`config.mk`:
```
export PLATFORM = sky130hd
export DESIGN_NAME = count_seq_ctrl
export DESIGN_NICKNAME = d
export VERILOG_FILES = /design/src/rtl/count_seq_ctrl.sv
export SDC_FILE = /design/constraint.sdc
export NUM_CORES = 1
export LEC_CHECK = 0
export CORE_ASPECT_RATIO = 1.1
export CORE_MARGIN = 4
export CORE_UTILIZATION = 36
export CTS_BUF_LIST = sky130_fd_sc_hd__clkbuf_2 sky130_fd_sc_hd__clkbuf_4 sky130_fd_sc_hd__clkbuf_8
export DETAILED_ROUTE_END_ITERATION = 6
export GPL_TIMING_DRIVEN = 0
export PLACE_DENSITY = 0.59
export SLEW_MARGIN = 0
export SYNTH_ARGS = -nofsm -noshare
export SYNTH_HDL_FRONTEND = slang
export SYNTH_SLANG_ARGS = --single-unit
```
`constraint.sdc`:
```
create_clock -name clk -period 2.7 [get_ports clk]
set_clock_uncertainty 0.2 [all_clocks]
set_input_delay 0.81 -clock clk [delete_from_list [all_inputs] [get_ports clk]]
set_output_delay 0.81 -clock clk [all_outputs]
set_load 0.02 [all_outputs]
```
`src/rtl/count_seq_ctrl.sv`:
```
// Start/stop/pause sequence counter with up/down sweep, optional auto-reload
// and a saturating terminal-event counter.
module count_seq_ctrl #(
  parameter int WIDTH = 4,
  parameter int EVW   = 8
) (
  input  logic             clk,
  input  logic             reset,
  input  logic             start,
  input  logic             stop,
  input  logic             pause,
  input  logic [WIDTH-1:0] cfg_limit,
  input  logic             cfg_down,
  input  logic             cfg_reload,
  output logic [WIDTH-1:0] count,
  output logic [1:0]       state,
  output logic             busy,
  output logic             done,
  output logic             tc_pulse,
  output logic [EVW-1:0]   ev_cnt
);

  typedef enum logic [1:0] {
    S_IDLE  = 2'd0,
    S_RUN   = 2'd1,
    S_PAUSE = 2'd2,
    S_DONE  = 2'd3
  } state_t;

  state_t           state_q, state_nxt;
  logic [WIDTH-1:0] count_q, count_nxt;
  logic [WIDTH-1:0] lim_q, lim_nxt;
  logic             down_q, down_nxt;
  logic             reload_q, reload_nxt;
  logic             tc_q, tc_nxt;
  logic [EVW-1:0]   ev_q, ev_nxt;
  logic             start_ok;
  logic             terminal;

  function automatic logic [EVW-1:0] sat_inc(input logic [EVW-1:0] v);
    return (&v) ? v : v + EVW'(1);
  endfunction

  // First value of a sweep: 0 counting up, the limit counting down.
  function automatic logic [WIDTH-1:0] sweep_start(input logic dn,
                                                   input logic [WIDTH-1:0] lim);
    return dn ? lim : '0;
  endfunction

  assign start_ok = start && ((state_q == S_IDLE) || (state_q == S_DONE));
  assign terminal = down_q ? (count_q == '0) : (count_q == lim_q);

  always_comb begin
    state_nxt  = state_q;
    count_nxt  = count_q;
    lim_nxt    = lim_q;
    down_nxt   = down_q;
    reload_nxt = reload_q;
    tc_nxt     = 1'b0;
    ev_nxt     = ev_q;
    if (stop) begin
      state_nxt = S_IDLE;
      count_nxt = '0;
    end else if (start_ok) begin
      lim_nxt    = cfg_limit;
      down_nxt   = cfg_down;
      reload_nxt = cfg_reload;
      count_nxt  = sweep_start(cfg_down, cfg_limit);
      ev_nxt     = '0;
      state_nxt  = S_RUN;
    end else begin
      case (state_q)
        S_RUN: begin
          if (pause) begin
            state_nxt = S_PAUSE;
          end else if (terminal) begin
            tc_nxt = 1'b1;
            ev_nxt = sat_inc(ev_q);
            if (reload_q) count_nxt = sweep_start(down_q, lim_q);
            else          state_nxt = S_DONE;
          end else if (down_q) begin
            count_nxt = count_q - WIDTH'(1);
          end else begin
            count_nxt = count_q + WIDTH'(1);
          end
        end
        S_PAUSE: begin
          if (!pause) state_nxt = S_RUN;
        end
        default: ;
      endcase
    end
  end

  always_ff @(posedge clk or negedge reset) begin
    if (!reset) state_q <= S_IDLE;
    else        state_q <= state_nxt;
  end

  always_ff @(posedge clk or negedge reset) begin
    if (!reset) begin
      count_q  <= '0;
      lim_q    <= '0;
      down_q   <= 1'b0;
      reload_q <= 1'b0;
      tc_q     <= 1'b0;
      ev_q     <= '0;
    end else begin
      count_q  <= count_nxt;
      lim_q    <= lim_nxt;
      down_q   <= down_nxt;
      reload_q <= reload_nxt;
      tc_q     <= tc_nxt;
      ev_q     <= ev_nxt;
    end
  end

  assign count    = count_q;
  assign state    = state_q;
  assign busy     = (state_q == S_RUN) || (state_q == S_PAUSE);
  assign done     = (state_q == S_DONE);
  assign tc_pulse = tc_q;
  assign ev_cnt   = ev_q;

endmodule

```
==> results by group, run 1 <==
Timing
  – Setup TNS: 0 ns
  – Final Cycle Share: 95.43%
  – Slew headroom: 33.12%
  – Slew Limit Fails: 0
  – RSZ-0062 raised after global routing: no
  – Final Setup Violations: 0
  – Min cycle time layout: 2.577 ns
  – Fmax: 0.3881 GHz
  – Tightest Pin Transition: 1.000 ns
  – Final Hold Vio Count: 0

Route
  – Drt drc: 0
  – Vias per cell: 5.519
  – WL final: 3703 um
  – Number of routed nets with antenna violations: 0
  – DRT Pass-1 Iters: 6
  – Vias: 1330
  – DRT iter0 DRCs: 59
  – Drt wl/cell: 15.37 um

Clocking
  – CTS Buf Count: 3
  – Max Buffers Root-to-Sink: 2
  – Root Driver: clkbuf_8
  – Clock transition at path regs: 0.09 ns
  – Sink Count: 21
  – Htree depth: 1
  – CTS tree: done
  – Setup repair bufs after CTS: 0
  – Clock Latency Late Sink: 0.26 ns

Critical path
  – Required @ worst endpoint: 2.66 ns
  – CP Capture Type: flop
  – CP arrival: 2.53 ns
  – R2r worst-path depth: 8
  – Type of origin of the critical path: primary input
  – FF-to-FF setup slack: 0.24 ns
  – Origin of the critical flop-to-flop path: state[1]
  – Crit Path Category: in2reg
  – RR Endpoint: ev_cnt[2]
  – Crit path max fanout: 10

Min path
  – Hold Path Stages: 2
  – Path type of the worst min-delay path: reg2reg
  – Min-delay src: lim_q[3]
  – Hold Path Sink: lim_q[3]

Floorplanning
  – Boundary Pins: 28
  – Die extent in x: 68.18 um
  – Starting density of the core: 38.33%
  – Die Y: 74.19 um
  – Cell Rows: 23
  – Die footprint: 0.005058 sq mm
  – Core Region: 0.003741 sq mm

Run
  – Max-cap violations: 0

Layout
  – Layout cells sized above 1: 9.424%
  – Filler Cells Inserted: 385
  – Area delta synth->final: 26.79%
  – Final core utilization: 48.60%
  – Commonest non-fill, non-tap cell in the layout: clkdlybuf4s50_1
  – Area of the multi-input gates: 853.3 sq um
  – FF/Latch Area: 526.8 sq um
  – Nets: 211
  – Post-route cell area: 0.001818 sq mm
  – Antenna cells: 0
  – Most frequent cells in the layout: 24 x clkdlybuf4s50_1, 23 x nand2_1, 20 x dfrtp_1

GRT
  – Largest net degree at the start of global routing: 22
  – Initial antenna violation count: 0
  – Global Route Usage Sum: 16.08%
  – First-pass GRT wire length: 6216 um
  – Gr ovfl total: 0
  – Number of global-route vias before repair: 1291

Synth
  – Syn_area_per_cell: 8.906 sq um
  – Post-synth EDFFs: 0
  – Sequential share of the synthesized area: 36.65%
  – Post-synth ARST share: 100.0%
  – Distinct cells, synth: 41
  – Syn Nets: 180
  – Predominant post-synthesis flop cell: dfrtp_1
  – Mapped Cells: 161
  – Ys Warns: 0
  – Synthesis-stage register bit count: 21
  – Synth Cell Area: 0.001434 sq mm

Power
  – P per Cell Area: 956.1 mW/mm^2
  – VDD IR-drop max: 0.4470 mV
  – Leakage: 0.7730 nW

Status
  – Outcome: finished clean

Placed design
  – Placed inst area: 0.001757 sq mm
  – Port Buf Inserts: 26
  – Gpl congestion: 0.8527
  – Post-DP HPWL: 2766 um
==> cells by family (layout without fill, tap and decap cells) <==
| kind of cell | after synthesis | after routing | share of synthesized area, % |
|---|---|---|---|
| AND/OR/NAND/NOR | 76 | 76 | 28.19 |
| AO/OA/AOI/OAI | 32 | 32 | 15.62 |
| flip-flops | 21 | 21 | 36.65 |
| buffers and inverters | 13 | 43 | 4.625 |
| adder cells (fa/ha/maj) | 8 | 8 | 7.504 |
| XOR/XNOR | 6 | 6 | 3.665 |
| multiplexers | 5 | 5 | 3.752 |
==> how the worst max path moves through the flow <==
stage / startpoint / to / slack, ns / cells past startpoint
6_report: start / count[0] / 0.12 / 7
5_1_grt: start / count[3] / 0.003 / 7
4_1_cts: start / count[3] / 0.03 / 7
3_5_place_dp: start / lim_q[2] / -0.54 / 7
3_3_place_gp: start / lim_q[1] / -0.49 / 7
2_1_floorplan: stop / ev_cnt[2] / 0.10 / 7
==> metrics by stage <==
stage,power [W],hold WS (ns),worst slack [ns],cells
after CTS,0.001740,0.3420,0.02744,241
final,0.001738,0.3359,0.1235,241
after global placement,0.001491,0.3182,-0.4903,237
after floorplan,0.001186,0.2879,0.1032,161
after global routing,0.001889,0.3656,0.002862,241
after detailed placement,0.001524,0.3179,-0.5438,237
==> worst max-delay path: stages <==
cell             delay (ns)
clkdlybuf4s50_1        0.47
and2_1                 0.18
clkbuf_2               0.24
nor2_1                 0.06
a22o_1                 0.24
nor2_2                 0.18
mux2_2                 0.36
==> routing by layer <==
metal	GRT usage [%]	wire, um
met1	22.30	1717
met2	26.23	1846
met3	2.870	111
met4	3.311	28
met5	0	0
==> registers in the layout, indices dropped and copies added, names as in the netlist <==
signal	count
reload_q	1
state	2
count	4
down_q	1
ev_cnt	8
tc_pulse	1
lim_q	4
==> what timing repair did <==
action / in CTS / in global routing
resized for setup: 5 / 3
cloned: 0 / 0
endpoints found under the setup margin: 15 / 13
hold buffers: 0 / 0
==> layout make-up <==
cell class,instances,area share [%]
Buffer,8,2.753
Clock buffer,3,2.271
Clock inverter,1,0.4129
Inverter,5,1.032
Multi-Input combinational cell,127,46.94
Sequential cell,21,28.97
Tap cell,50,3.441
Timing Repair Buffer,26,14.18
==> synthesized netlist by cell type, types with 3 or more instances <==
library cell	count	area, sq um
a21oi_1	10	50.05
and3_1	5	31.28
clkbuf_1	4	15.01
dfrtp_1	21	525.5
ha_1	7	87.58
inv_1	5	18.77
mux2_2	3	33.78
nand2_1	23	86.33
nand2b_1	4	25.02
nand3_1	10	50.05
nor2_1	8	30.03
nor3_1	6	30.03
o31ai_1	8	60.06
or4_1	5	37.54
xnor2_1	4	35.03
==> power by group <==
part           internal, W  switching (W)
combinational     0.000427       0.000545
sequential        0.000402       0.000143
clock             0.000104       0.000116
Power figures use the tool's default switching activity.
==> run 2, diff against run 1 <==
--- a/config.mk
+++ b/config.mk
@@ -5,13 +5,16 @@
 export SDC_FILE = /design/constraint.sdc
 export NUM_CORES = 1
 export LEC_CHECK = 0
+export CELL_PAD_IN_SITES_DETAIL_PLACEMENT = 1
+export CELL_PAD_IN_SITES_GLOBAL_PLACEMENT = 2
 export CORE_ASPECT_RATIO = 1.1
 export CORE_MARGIN = 4
-export CORE_UTILIZATION = 36
+export CORE_UTILIZATION = 32
 export CTS_BUF_LIST = sky130_fd_sc_hd__clkbuf_2 sky130_fd_sc_hd__clkbuf_4 sky130_fd_sc_hd__clkbuf_8
 export DETAILED_ROUTE_END_ITERATION = 6
 export GPL_TIMING_DRIVEN = 0
-export PLACE_DENSITY = 0.59
+export PLACE_DENSITY = 0.82
+export RECOVER_POWER = 50
 export SLEW_MARGIN = 0
 export SYNTH_ARGS = -nofsm -noshare
 export SYNTH_HDL_FRONTEND = slang
==> run 2 against run 1 <==
Maximum frequency shrank 0.97%. Worst hold slack gained 0.010 ns. Total power grew 1.5%. Wire length grew 14%. Utilization shrank 6.3 points. First-iteration DRC count shrank 8.5%. Cell count grew 1.7%. Design area grew 0.41%. Global-route usage shrank 0.12 points. Critical endpoint is now count[2]. Largest cell class unchanged.
==> results by group, run 2 (synthesis gave the netlist of run 1 again) <==
Status
  – Outcome: finished clean

Placed design
  – Port Buf Inserts: 26
  – Post-DP HPWL: 3163 um
  – Pre-CTS setup slack: -0.5525 ns
  – Placed inst area: 0.001762 sq mm
  – Gpl congestion: 0.8370

Route
  – Vias: 1372
  – Drt wl/cell: 17.24 um
  – DRT iter0 DRCs: 54
  – Drt drc: 0
  – DRT Pass-1 Iters: 4
  – Vias per cell: 5.600
  – Number of routed nets with antenna violations: 0
  – WL final: 4225 um

Floorplanning
  – Cell Rows: 25
  – Starting density of the core: 33.22%
  – Core Region: 0.004317 sq mm
  – Die extent in x: 71.83 um
  – Die footprint: 0.005617 sq mm
  – Die Y: 78.21 um
  – Boundary Pins: 28

Critical path
  – Required @ worst endpoint: 2.66 ns
  – CP Capture Type: flop
  – Crit path max fanout: 10
  – Crit Path Category: in2reg
  – CP arrival: 2.56 ns
  – Type of origin of the critical path: primary input

Power
  – Sw frac: 47.18%
  – Int Power: 0.0009316 W
  – Seq pwr share: 31.1%
  – Switching pwr: 0.0008320 W
  – Leakage: 0.7939 nW
  – Clk network pwr share: 12.8%
  – P per Cell Area: 966.1 mW/mm^2
  – Power share of the combinational group: 56.1%
  – VDD IR-drop max: 0.3916 mV

GRT
  – First-pass GRT wire length: 7107 um
  – Global Route Usage Sum: 15.97%
  – Gr ovfl total: 0
  – Number of global-route vias before repair: 1464
  – Largest net degree at the start of global routing: 22
  – Initial antenna violation count: 0

Layout
  – Nets: 211
  – Max FFs per register: 8
  – Layout cells sized above 1: 9.424%
  – Area delta synth->final: 27.31%
  – FF/Latch Area: 526.8 sq um
  – Area of the multi-input gates: 853.3 sq um
  – Commonest non-fill, non-tap cell in the layout: nand2_1
  – Filler Cells Inserted: 505
  – Antenna cells: 0
  – Most frequent cells in the layout: 23 x nand2_1, 20 x dfrtp_1, 17 x clkdlybuf4s50_1
  – Post-route cell area: 0.001826 sq mm

Timing
  – Final Cycle Share: 96.36%
  – Tightest Pin Transition: 1.035 ns
  – Final Hold Vio Count: 0
  – RSZ-0062 raised after global routing: no
  – Slew headroom: 30.76%
  – Final Setup Violations: 0
  – Slew Limit Fails: 0
  – Post-route setup slack: 0.09822 ns
  – Min cycle time layout: 2.602 ns
  – Fmax: 0.3844 GHz

Clocking
  – # hold bufs at CTS: 0
  – Resize count post-CTS: 6
  – Setup repair bufs after CTS: 0
  – CTS tree: done
  – Max Buffers Root-to-Sink: 2
  – CTS Buf Count: 3
  – Root Driver: clkbuf_8
  – Htree depth: 1
  – Clock Latency Late Sink: 0.28 ns
  – Sink Count: 21
  – Clock transition at path regs: 0.10 ns

Run
  – Max-cap violations: 0

Min path
  – Path type of the worst min-delay path: reg2reg
==> run 2: cell type report <==
class                   count  share of cell area, %
repair buffers             26                  14.12
inverters                   5                  1.028
flip-flops and latches     21                  28.86
clock buffers               3                  2.262
plain buffers               8                  2.879
multi-input cells         127                  46.74
well taps                  54                  3.701
clock inverters             1                 0.4112
==> run 2: through the flow <==
stage / hold slack (ns) / total power, W / cells / util, % / TNS (ns)
3_3_place_gp: 0.3119 / 0.001504 / 241 / 40.81 / -7.253
4_1_cts: 0.3515 / 0.001775 / 245 / 42.03 / 0
3_5_place_dp: 0.3230 / 0.001546 / 241 / 40.81 / -7.860
2_1_floorplan: 0.2879 / 0.001186 / 161 / - / 0
5_1_grt: 0.4021 / 0.001915 / 245 / 42.29 / 0
6_report: 0.3462 / 0.001764 / 245 / 42.29 / 0
==> run 2: power groups by stage <==
stage / clock (W) / combinational, W / sequential, W
finish: 0.000226 / 0.000989 / 0.000548
global route: 0.000251 / 0.00110 / 0.000568
CTS: 0.000234 / 0.000994 / 0.000547
detailed placement: 0 / 0.000994 / 0.000552
global placement: 0 / 0.000958 / 0.000546
floorplan: 0 / 0.000621 / 0.000565
==> run 2: worst paths after layout <==
kind / start / to / slack [ns] / cells past startpoint
setup / recovery: start / count[2] / 0.1 / 7
setup reg to reg: state[1] / state[0] / 0.23 / 8
hold reg to reg: lim_q[0] / lim_q[0] / 0.35 / 2
max in group asynchronous: reset / state[0] / 0.66 / 1
min in group asynchronous: reset / ev_cnt[3] / 0.95 / 1
hold / removal: lim_q[0] / lim_q[0] / 0.35 / 2
==> run 2: worst max-delay path, stage by stage <==
cell and delay [ns]:
clkdlybuf4s50_1 0.46, and2_1 0.18, clkbuf_2 0.25, nor2_1 0.06
a22o_1 0.25, nor2_2 0.19, mux2_2 0.36
==> run 2: layer usage <==
| layer | global-route usage (%) | vias to the layer above | share of wire, % | wire (um) |
|---|---|---|---|---|
| met2 | 26.29 | 27 | 49 | 2068 |
| met1 | 20.71 | 684 | 45 | 1899 |
| met4 | 6.203 | 0 | 2.3 | 97 |
| met3 | 2.561 | 9 | 3.8 | 159 |
| li1 | - | 652 | - | - |
| met5 | 0 | - | 0 | 0 |
==> run 3, diff against run 2 <==
--- a/config.mk
+++ b/config.mk
@@ -5,12 +5,15 @@
 export SDC_FILE = /design/constraint.sdc
 export NUM_CORES = 1
 export LEC_CHECK = 0
+export ABC_CLOCK_PERIOD_IN_PS = 2700
 export CELL_PAD_IN_SITES_DETAIL_PLACEMENT = 1
 export CELL_PAD_IN_SITES_GLOBAL_PLACEMENT = 2
 export CORE_ASPECT_RATIO = 1.1
 export CORE_MARGIN = 4
 export CORE_UTILIZATION = 32
 export CTS_BUF_LIST = sky130_fd_sc_hd__clkbuf_2 sky130_fd_sc_hd__clkbuf_4 sky130_fd_sc_hd__clkbuf_8
+export CTS_CLUSTER_DIAMETER = 60
+export CTS_CLUSTER_SIZE = 30
 export DETAILED_ROUTE_END_ITERATION = 6
 export GPL_TIMING_DRIVEN = 0
 export PLACE_DENSITY = 0.82
==> results of run 3 <==
Same layout as run 2: the final DEF is identical, and so are final timing and power.
